===== config.mk =====
export PLATFORM = sky130hd
export DESIGN_NAME = unidade_escrita_banco
export DESIGN_NICKNAME = d
export VERILOG_FILES = /design/src/rtl/unidade_escrita_banco_pkg.sv /design/src/rtl/unidade_escrita_banco_fila.sv /design/src/rtl/unidade_escrita_banco.sv
export SDC_FILE = /design/constraint.sdc
export NUM_CORES = 1
export LEC_CHECK = 0
export CAP_MARGIN = 20
export CELL_PAD_IN_SITES_DETAIL_PLACEMENT = 2
export CELL_PAD_IN_SITES_GLOBAL_PLACEMENT = 2
export CORE_MARGIN = 4
export CORE_UTILIZATION = 30
export DETAILED_ROUTE_END_ITERATION = 10
export PLACE_DENSITY_LB_ADDON = 0.08
export SYNTH_ARGS = -nofsm -noshare
export SYNTH_HDL_FRONTEND = slang
export SYNTH_SLANG_ARGS = --single-unit
export TNS_END_PERCENT = 100

===== constraint.sdc =====
create_clock -name clock -period 5 [get_ports clock]
set_input_delay 0.75 -clock clock [delete_from_list [all_inputs] [get_ports clock]]
set_output_delay 0.75 -clock clock [all_outputs]
set_load 0.05 [all_outputs]

===== src/rtl/unidade_escrita_banco_pkg.sv =====
// Shared types and constants for the register-bank write-back path.
package pkg_escrita;

    typedef struct packed {
        logic [4:0]  idx;
        logic [31:0] dado;
    } entrada_escrita_t;

    localparam int FONTE_JUMP    = 0;
    localparam int FONTE_MEM     = 1;
    localparam int FONTE_ULA     = 2;
    localparam int FONTE_DADO    = 3;
    localparam int NUM_FONTES    = 4;
    localparam int REG_ESCRITA_W = 9;

endpackage


===== src/rtl/unidade_escrita_banco_fila.sv =====
// Generic in-order FIFO; exposes every slot plus a per-slot occupancy mask
// so the owner can decode what is still in flight.
module fila_escrita
    import pkg_escrita::*;
#(
    parameter int PROFUNDIDADE = 4,
    parameter int LARGURA      = 37
)
(
    input  logic                                       clock,
    input  logic                                       reset,
    input  logic                                       push,
    input  logic                                       pop,
    input  logic [LARGURA-1:0]                         entrada,
    output logic [LARGURA-1:0]                         cabeca,
    output logic                                       vazia,
    output logic [$clog2(PROFUNDIDADE):0]              contagem,
    output logic [PROFUNDIDADE-1:0][LARGURA-1:0]       entradas,
    output logic [PROFUNDIDADE-1:0]                    validas
);

    localparam int PW = $clog2(PROFUNDIDADE);

    logic [PW-1:0] cabeca_ptr;
    logic [PW-1:0] cauda_ptr;
    logic          cheia;
    logic          push_ok;
    logic          pop_ok;

    assign cheia   = (contagem == (PW+1)'(PROFUNDIDADE));
    assign vazia   = (contagem == '0);
    assign push_ok = push & ~cheia;
    assign pop_ok  = pop & ~vazia;
    assign cabeca  = entradas[cabeca_ptr];

    // Pointers wrap naturally because the depth is a power of two.
    always_ff @(posedge clock or posedge reset) begin
        if (reset) begin
            cabeca_ptr <= '0;
            cauda_ptr  <= '0;
            contagem   <= '0;
            entradas   <= '0;
        end else begin
            if (push_ok) begin
                entradas[cauda_ptr] <= entrada;
                cauda_ptr           <= cauda_ptr + 1'b1;
            end
            if (pop_ok) begin
                cabeca_ptr <= cabeca_ptr + 1'b1;
            end
            case ({push_ok, pop_ok})
                2'b10:   contagem <= contagem + 1'b1;
                2'b01:   contagem <= contagem - 1'b1;
                default: ;
            endcase
        end
    end

    // A slot is live when its distance from the head is below the occupancy.
    always_comb begin
        validas = '0;
        for (int i = 0; i < PROFUNDIDADE; i++) begin
            validas[i] = ({1'b0, PW'(i) - cabeca_ptr} < contagem);
        end
    end

endmodule


===== src/rtl/unidade_escrita_banco.sv =====
// Write-back sequencer: fixed-priority arbitration of four producers into an
// in-order queue drained through the bank's single write port.
module unidade_escrita_banco
    import pkg_escrita::*;
#(
    parameter int PROFUNDIDADE = 4,
    parameter int LARGURA      = 32
)
(
    input  logic                     clock,
    input  logic                     reset,
    input  logic                     ValidoJump,
    input  logic                     ValidoMem,
    input  logic                     ValidoULA,
    input  logic                     ValidoDado,
    input  logic [4:0]               RegJump,
    input  logic [4:0]               RegMem,
    input  logic [4:0]               RegULA,
    input  logic [4:0]               RegDado,
    input  logic [LARGURA-1:0]       EnderecoPC,
    input  logic [LARGURA-1:0]       Memoria,
    input  logic [LARGURA-1:0]       EscritaULA,
    input  logic [LARGURA-1:0]       DadoImediato,
    output logic                     ProntoJump,
    output logic                     ProntoMem,
    output logic                     ProntoULA,
    output logic                     ProntoDado,
    input  logic                     Bloqueio,
    output logic                     FlagEscrita,
    output logic [REG_ESCRITA_W-1:0] RegEscrita,
    output logic [LARGURA-1:0]       DadoEscrita,
    output logic [31:0]              Pendente,
    output logic                     Cheia,
    output logic                     Vazia
);

    localparam int LE = 5 + LARGURA;
    localparam int CW = $clog2(PROFUNDIDADE) + 1;

    logic [NUM_FONTES-1:0]               concessao;
    logic [LE-1:0]                       entrada_nova;
    logic [LE-1:0]                       cabeca;
    logic [CW-1:0]                       contagem;
    logic [PROFUNDIDADE-1:0][LE-1:0]     entradas;
    logic [PROFUNDIDADE-1:0]             validas;
    logic                                vazia;

    // Grant depends only on the current occupancy: no look-ahead on a pop.
    always_comb begin
        concessao = '0;
        if (!Cheia) begin
            if (ValidoJump)      concessao[FONTE_JUMP] = 1'b1;
            else if (ValidoMem)  concessao[FONTE_MEM]  = 1'b1;
            else if (ValidoULA)  concessao[FONTE_ULA]  = 1'b1;
            else if (ValidoDado) concessao[FONTE_DADO] = 1'b1;
        end
    end

    always_comb begin
        entrada_nova = '0;
        if (concessao[FONTE_JUMP])      entrada_nova = {RegJump, EnderecoPC};
        else if (concessao[FONTE_MEM])  entrada_nova = {RegMem, Memoria};
        else if (concessao[FONTE_ULA])  entrada_nova = {RegULA, EscritaULA};
        else if (concessao[FONTE_DADO]) entrada_nova = {RegDado, DadoImediato};
    end

    assign ProntoJump = concessao[FONTE_JUMP];
    assign ProntoMem  = concessao[FONTE_MEM];
    assign ProntoULA  = concessao[FONTE_ULA];
    assign ProntoDado = concessao[FONTE_DADO];

    fila_escrita #(
        .PROFUNDIDADE (PROFUNDIDADE),
        .LARGURA      (LE)
    ) u_fila (
        .clock    (clock),
        .reset    (reset),
        .push     (|concessao),
        .pop      (FlagEscrita),
        .entrada  (entrada_nova),
        .cabeca   (cabeca),
        .vazia    (vazia),
        .contagem (contagem),
        .entradas (entradas),
        .validas  (validas)
    );

    assign Vazia       = vazia;
    assign Cheia       = (contagem == CW'(PROFUNDIDADE));
    assign FlagEscrita = ~vazia & ~Bloqueio;

    // Stale slot contents are hidden so an empty queue presents all zeros.
    assign RegEscrita  = vazia ? '0 : {4'b0, cabeca[LE-1 -: 5]};
    assign DadoEscrita = vazia ? '0 : cabeca[LARGURA-1:0];

    always_comb begin
        Pendente = '0;
        for (int i = 0; i < PROFUNDIDADE; i++) begin
            if (validas[i]) Pendente[entradas[i][LE-1 -: 5]] = 1'b1;
        end
    end

endmodule


==> summary.md, run 1 <==
| Metric | Value |
|---|---|
| Cts repair resizes | `0` |
| Initial antenna violation count | `0` |
| Nets | `1175` |
| YS warnings | `0` |
| CP endpoint kind | `output pin` |
| Fill cell count | `3359` |
| Routed WL | `35400 um` |
| Worst R2R Setup Slack | `2.32 ns` |
| Largest cells by area after synthesis | `dfrtp_1 39%, mux2_4 18%, mux4_2 8.3%` |
| Rows | `66` |
| Placed cell areas | `12500 um2` |
| Post-Synthesis Cells | `813` |
| VDD IR max | `0.389 mV` |
| Worst slack, placed | `1.13 ns` |
| Post-route insts no fill | `1466` |
| Final worst-path cycle share | `85.5%` |
| Antenna-violating nets left | `0` |
| CTS Sinks | `155` |
| # IOs | `235` |
| CP startpoint kind | `register` |
| Synth top area share | `38.8%` |
| Hold WC Path Type | `reg2reg` |
| Max Freq | `234 MHz` |
| RSZ-0062 raised after global routing | `no` |
| Top FF cell, synth | `dfrtp_1` |
| Multi-input logic area | `5560 um2` |
| Critical path class | `reg2out` |
| Worst skew pair latency | `0.44 ns` |
| FF+latch area | `3880 um2` |
| RD Place Congestion | `0.799` |
| Syn-to-layout area delta | `30.5%` |
| Clk Tree Root Cell | `clkbuf_16` |
| HPWL after detailed placement | `24400 um` |
| Inst Count DP | `1433` |
| Synth Cell Area | `10000 um2` |
| Post-CTS Setup Bufs | `0` |
| Vias/cell | `5.22` |
| Final Worst Setup Slack | `0.723 ns` |
| Vias in the first global route | `8705` |
| Fin. max-slew vios | `0` |
| Worst Path Arrival | `3.53 ns` |
| CP delay by family, top | `buffers and inverters` |
| DRC | `0` |
| Die area | `36300 um2` |
| Iter 0 DRT Violations | `318` |
| Die Ht | `191 um` |
| MaxCap Viol Count | `0` |
| Cells along the critical path | `buf_4, nand2b_1, a211o_1, o22ai_1, a221o_1, clkdlybuf4s50_1` |
| Post-route cell area | `13100 um2` |
| Worst Skew | `0.0185 ns` |
| Core region area | `32700 um2` |
| Clk pin slew, worst setup/hold paths | `0.07 ns` |
| Global-route wire length before repair | `54100 um` |
| Vias | `7651` |
| # setup viols final | `0` |
| Layout cells sized above 1 | `24.6%` |
| Hold_ws | `0.498 ns` |
| Lkg Pwr | `5.47 nW` |
| Commonest cells post-synth | `155 x dfrtp_1, 120 x mux2_4, 60 x o22ai_1` |
| Slew @ Worst Pin | `0.849 ns` |
| Power per cell area | `856 nW/um2` |
| Total Power | `11.2 mW` |
| Clock buffer count from CTS | `17` |
| Setup TNS | `0 ns` |
| Worst path buffer plus inverter count | `2` |
| Synth area leader | `dfrtp_1` |
| Post-synth EDFFs | `0` |
| Yosys reg bits | `155` |
| Clk buf depth | `2` |
| Drt first pass iters | `4` |
| Routed wire per std cell | `24.1 um` |
| All-Layer GR Usage | `19.4%` |
| Critical path peak fanout | `44` |
| Finished Core Util | `39.9%` |
| Slew margin rel. | `43.4%` |
| Most common cell in the netlist | `dfrtp_1` |
| Final Hold Fails | `0` |
| Die X | `191 um` |
| Initial Util | `30.6%` |
| Outcome | `complete, no violations` |
| Sequential fraction of the synthesis area | `38.8%` |
| Minimum clock period | `4.28 ns` |
| Yosys cell types | `54` |
| CP peak stage delay | `0.71 ns` |
| Syn Area/Cell | `12.3 um2` |
| CTS tree | `built` |
| Slowest-stage cell, CP | `clkdlybuf4s50_1` |
| GRT overflow | `0` |
| Port buffer count | `230` |
| Worst Path Required | `4.25 ns` |
| CTS Hold Bufs | `0` |
| Largest net degree at the start of global routing | `91` |
| Ys async rst share | `100%` |
| CTS HTree Levels | `4` |
## state kept, by name, indices dropped and copies added, names as in the netlist
signal and flops:
u_fila.entradas 148, u_fila.cabeca_ptr 2, u_fila.cauda_ptr 2, u_fila.contagem 3
## worst register-to-register path: cells and delay by family, from the launching register on
family                     cells  cell delay, ns
xor gates and xnor gates       2            0.30
DFF                            1            0.53
buffers and inverters          2            0.38
adders and majority gates      2            0.42
and+or+nand+nor                3            0.93
## kinds of logic (layout without fill, tap and decap cells)
| logic type | count (synthesis) | after routing | synth area share [%] |
|---|---|---|---|
| multiplexers | 185 | 185 | 29.5 |
| AO/OA/AOI/OAI | 188 | 188 | 13.5 |
| other | 1 | 5 | 0.0375 |
| buffers and inverters | 85 | 292 | 5.98 |
| flip-flops | 155 | 155 | 38.8 |
| XOR/XNOR | 7 | 7 | 0.613 |
| adder cells (fa/ha/maj) | 10 | 10 | 1.33 |
| AND/OR/NAND/NOR | 182 | 182 | 10.3 |
## path summary, 6_finish.rpt
kind                                   endpoint  depth (start not counted)                  from
setup / recovery                   Pendente[22]                          6  u_fila.cabeca_ptr[0]
hold / removal              u_fila.entradas[29]                          1   u_fila.entradas[29]
setup reg to reg             u_fila.contagem[2]                          9    u_fila.contagem[0]
hold reg to reg             u_fila.entradas[29]                          1   u_fila.entradas[29]
max in group asynchronous  u_fila.cabeca_ptr[0]                          3                 reset
min in group asynchronous   u_fila.entradas[26]                          2                 reset
## final cells by class
| cell class | count | area share (%) |
|---|---|---|
| sequential | 155 | 29.7 |
| tap | 442 | 4.24 |
| timing repair buffer | 247 | 18.6 |
| multi-input combinational | 576 | 42.6 |
| clock buffer | 18 | 3.29 |
| antenna | 1 | 0.0192 |
| clock inverter | 14 | 1.15 |
| inverter | 13 | 0.412 |
## cells in the final DEF (no fill, tap or decap), types with 14 or more instances in the layout
cell | Yosys | layout
a211o_1 | 18 | 18
a21oi_1 | 38 | 38
a22oi_1 | 38 | 38
buf_4 | 9 | 17
clkbuf_16 | 0 | 17
clkdlybuf4s50_1 | 0 | 229
dfrtp_1 | 155 | 153
mux2_2 | 26 | 26
mux2_4 | 120 | 120
mux4_2 | 37 | 37
nand2_1 | 33 | 33
nand3_1 | 14 | 14
nor2_1 | 41 | 40
nor2b_1 | 54 | 53
o22ai_1 | 60 | 60
## routing by layer
metal | up-vias | global-route usage, % | share of wire [%]
li1 | 3457 | - | -
met1 | 3971 | 26.1 | 45
met2 | 200 | 32.3 | 49
met3 | 23 | 4.16 | 5.3
met4 | 0 | 4.03 | 1.1
met5 | - | 0 | 0
## where the power goes
part	leakage (nW)	total (mW)	switching, mW	internal, mW
Combinational	3.41	7.34	4.12	3.23
Sequential	1.79	2.52	0.597	1.92
Clock	0.282	1.31	0.601	0.710
Total	5.47	11.2	5.31	5.85
No activity file was read; power rests on OpenSTA's default activity.
==> run 2: changes to the inputs <==
HOLD_SLACK_MARGIN = 0.15   (was unset)
==> results of run 2 <==
Same layout as run 1: the final DEF is identical, and so are final timing and power.
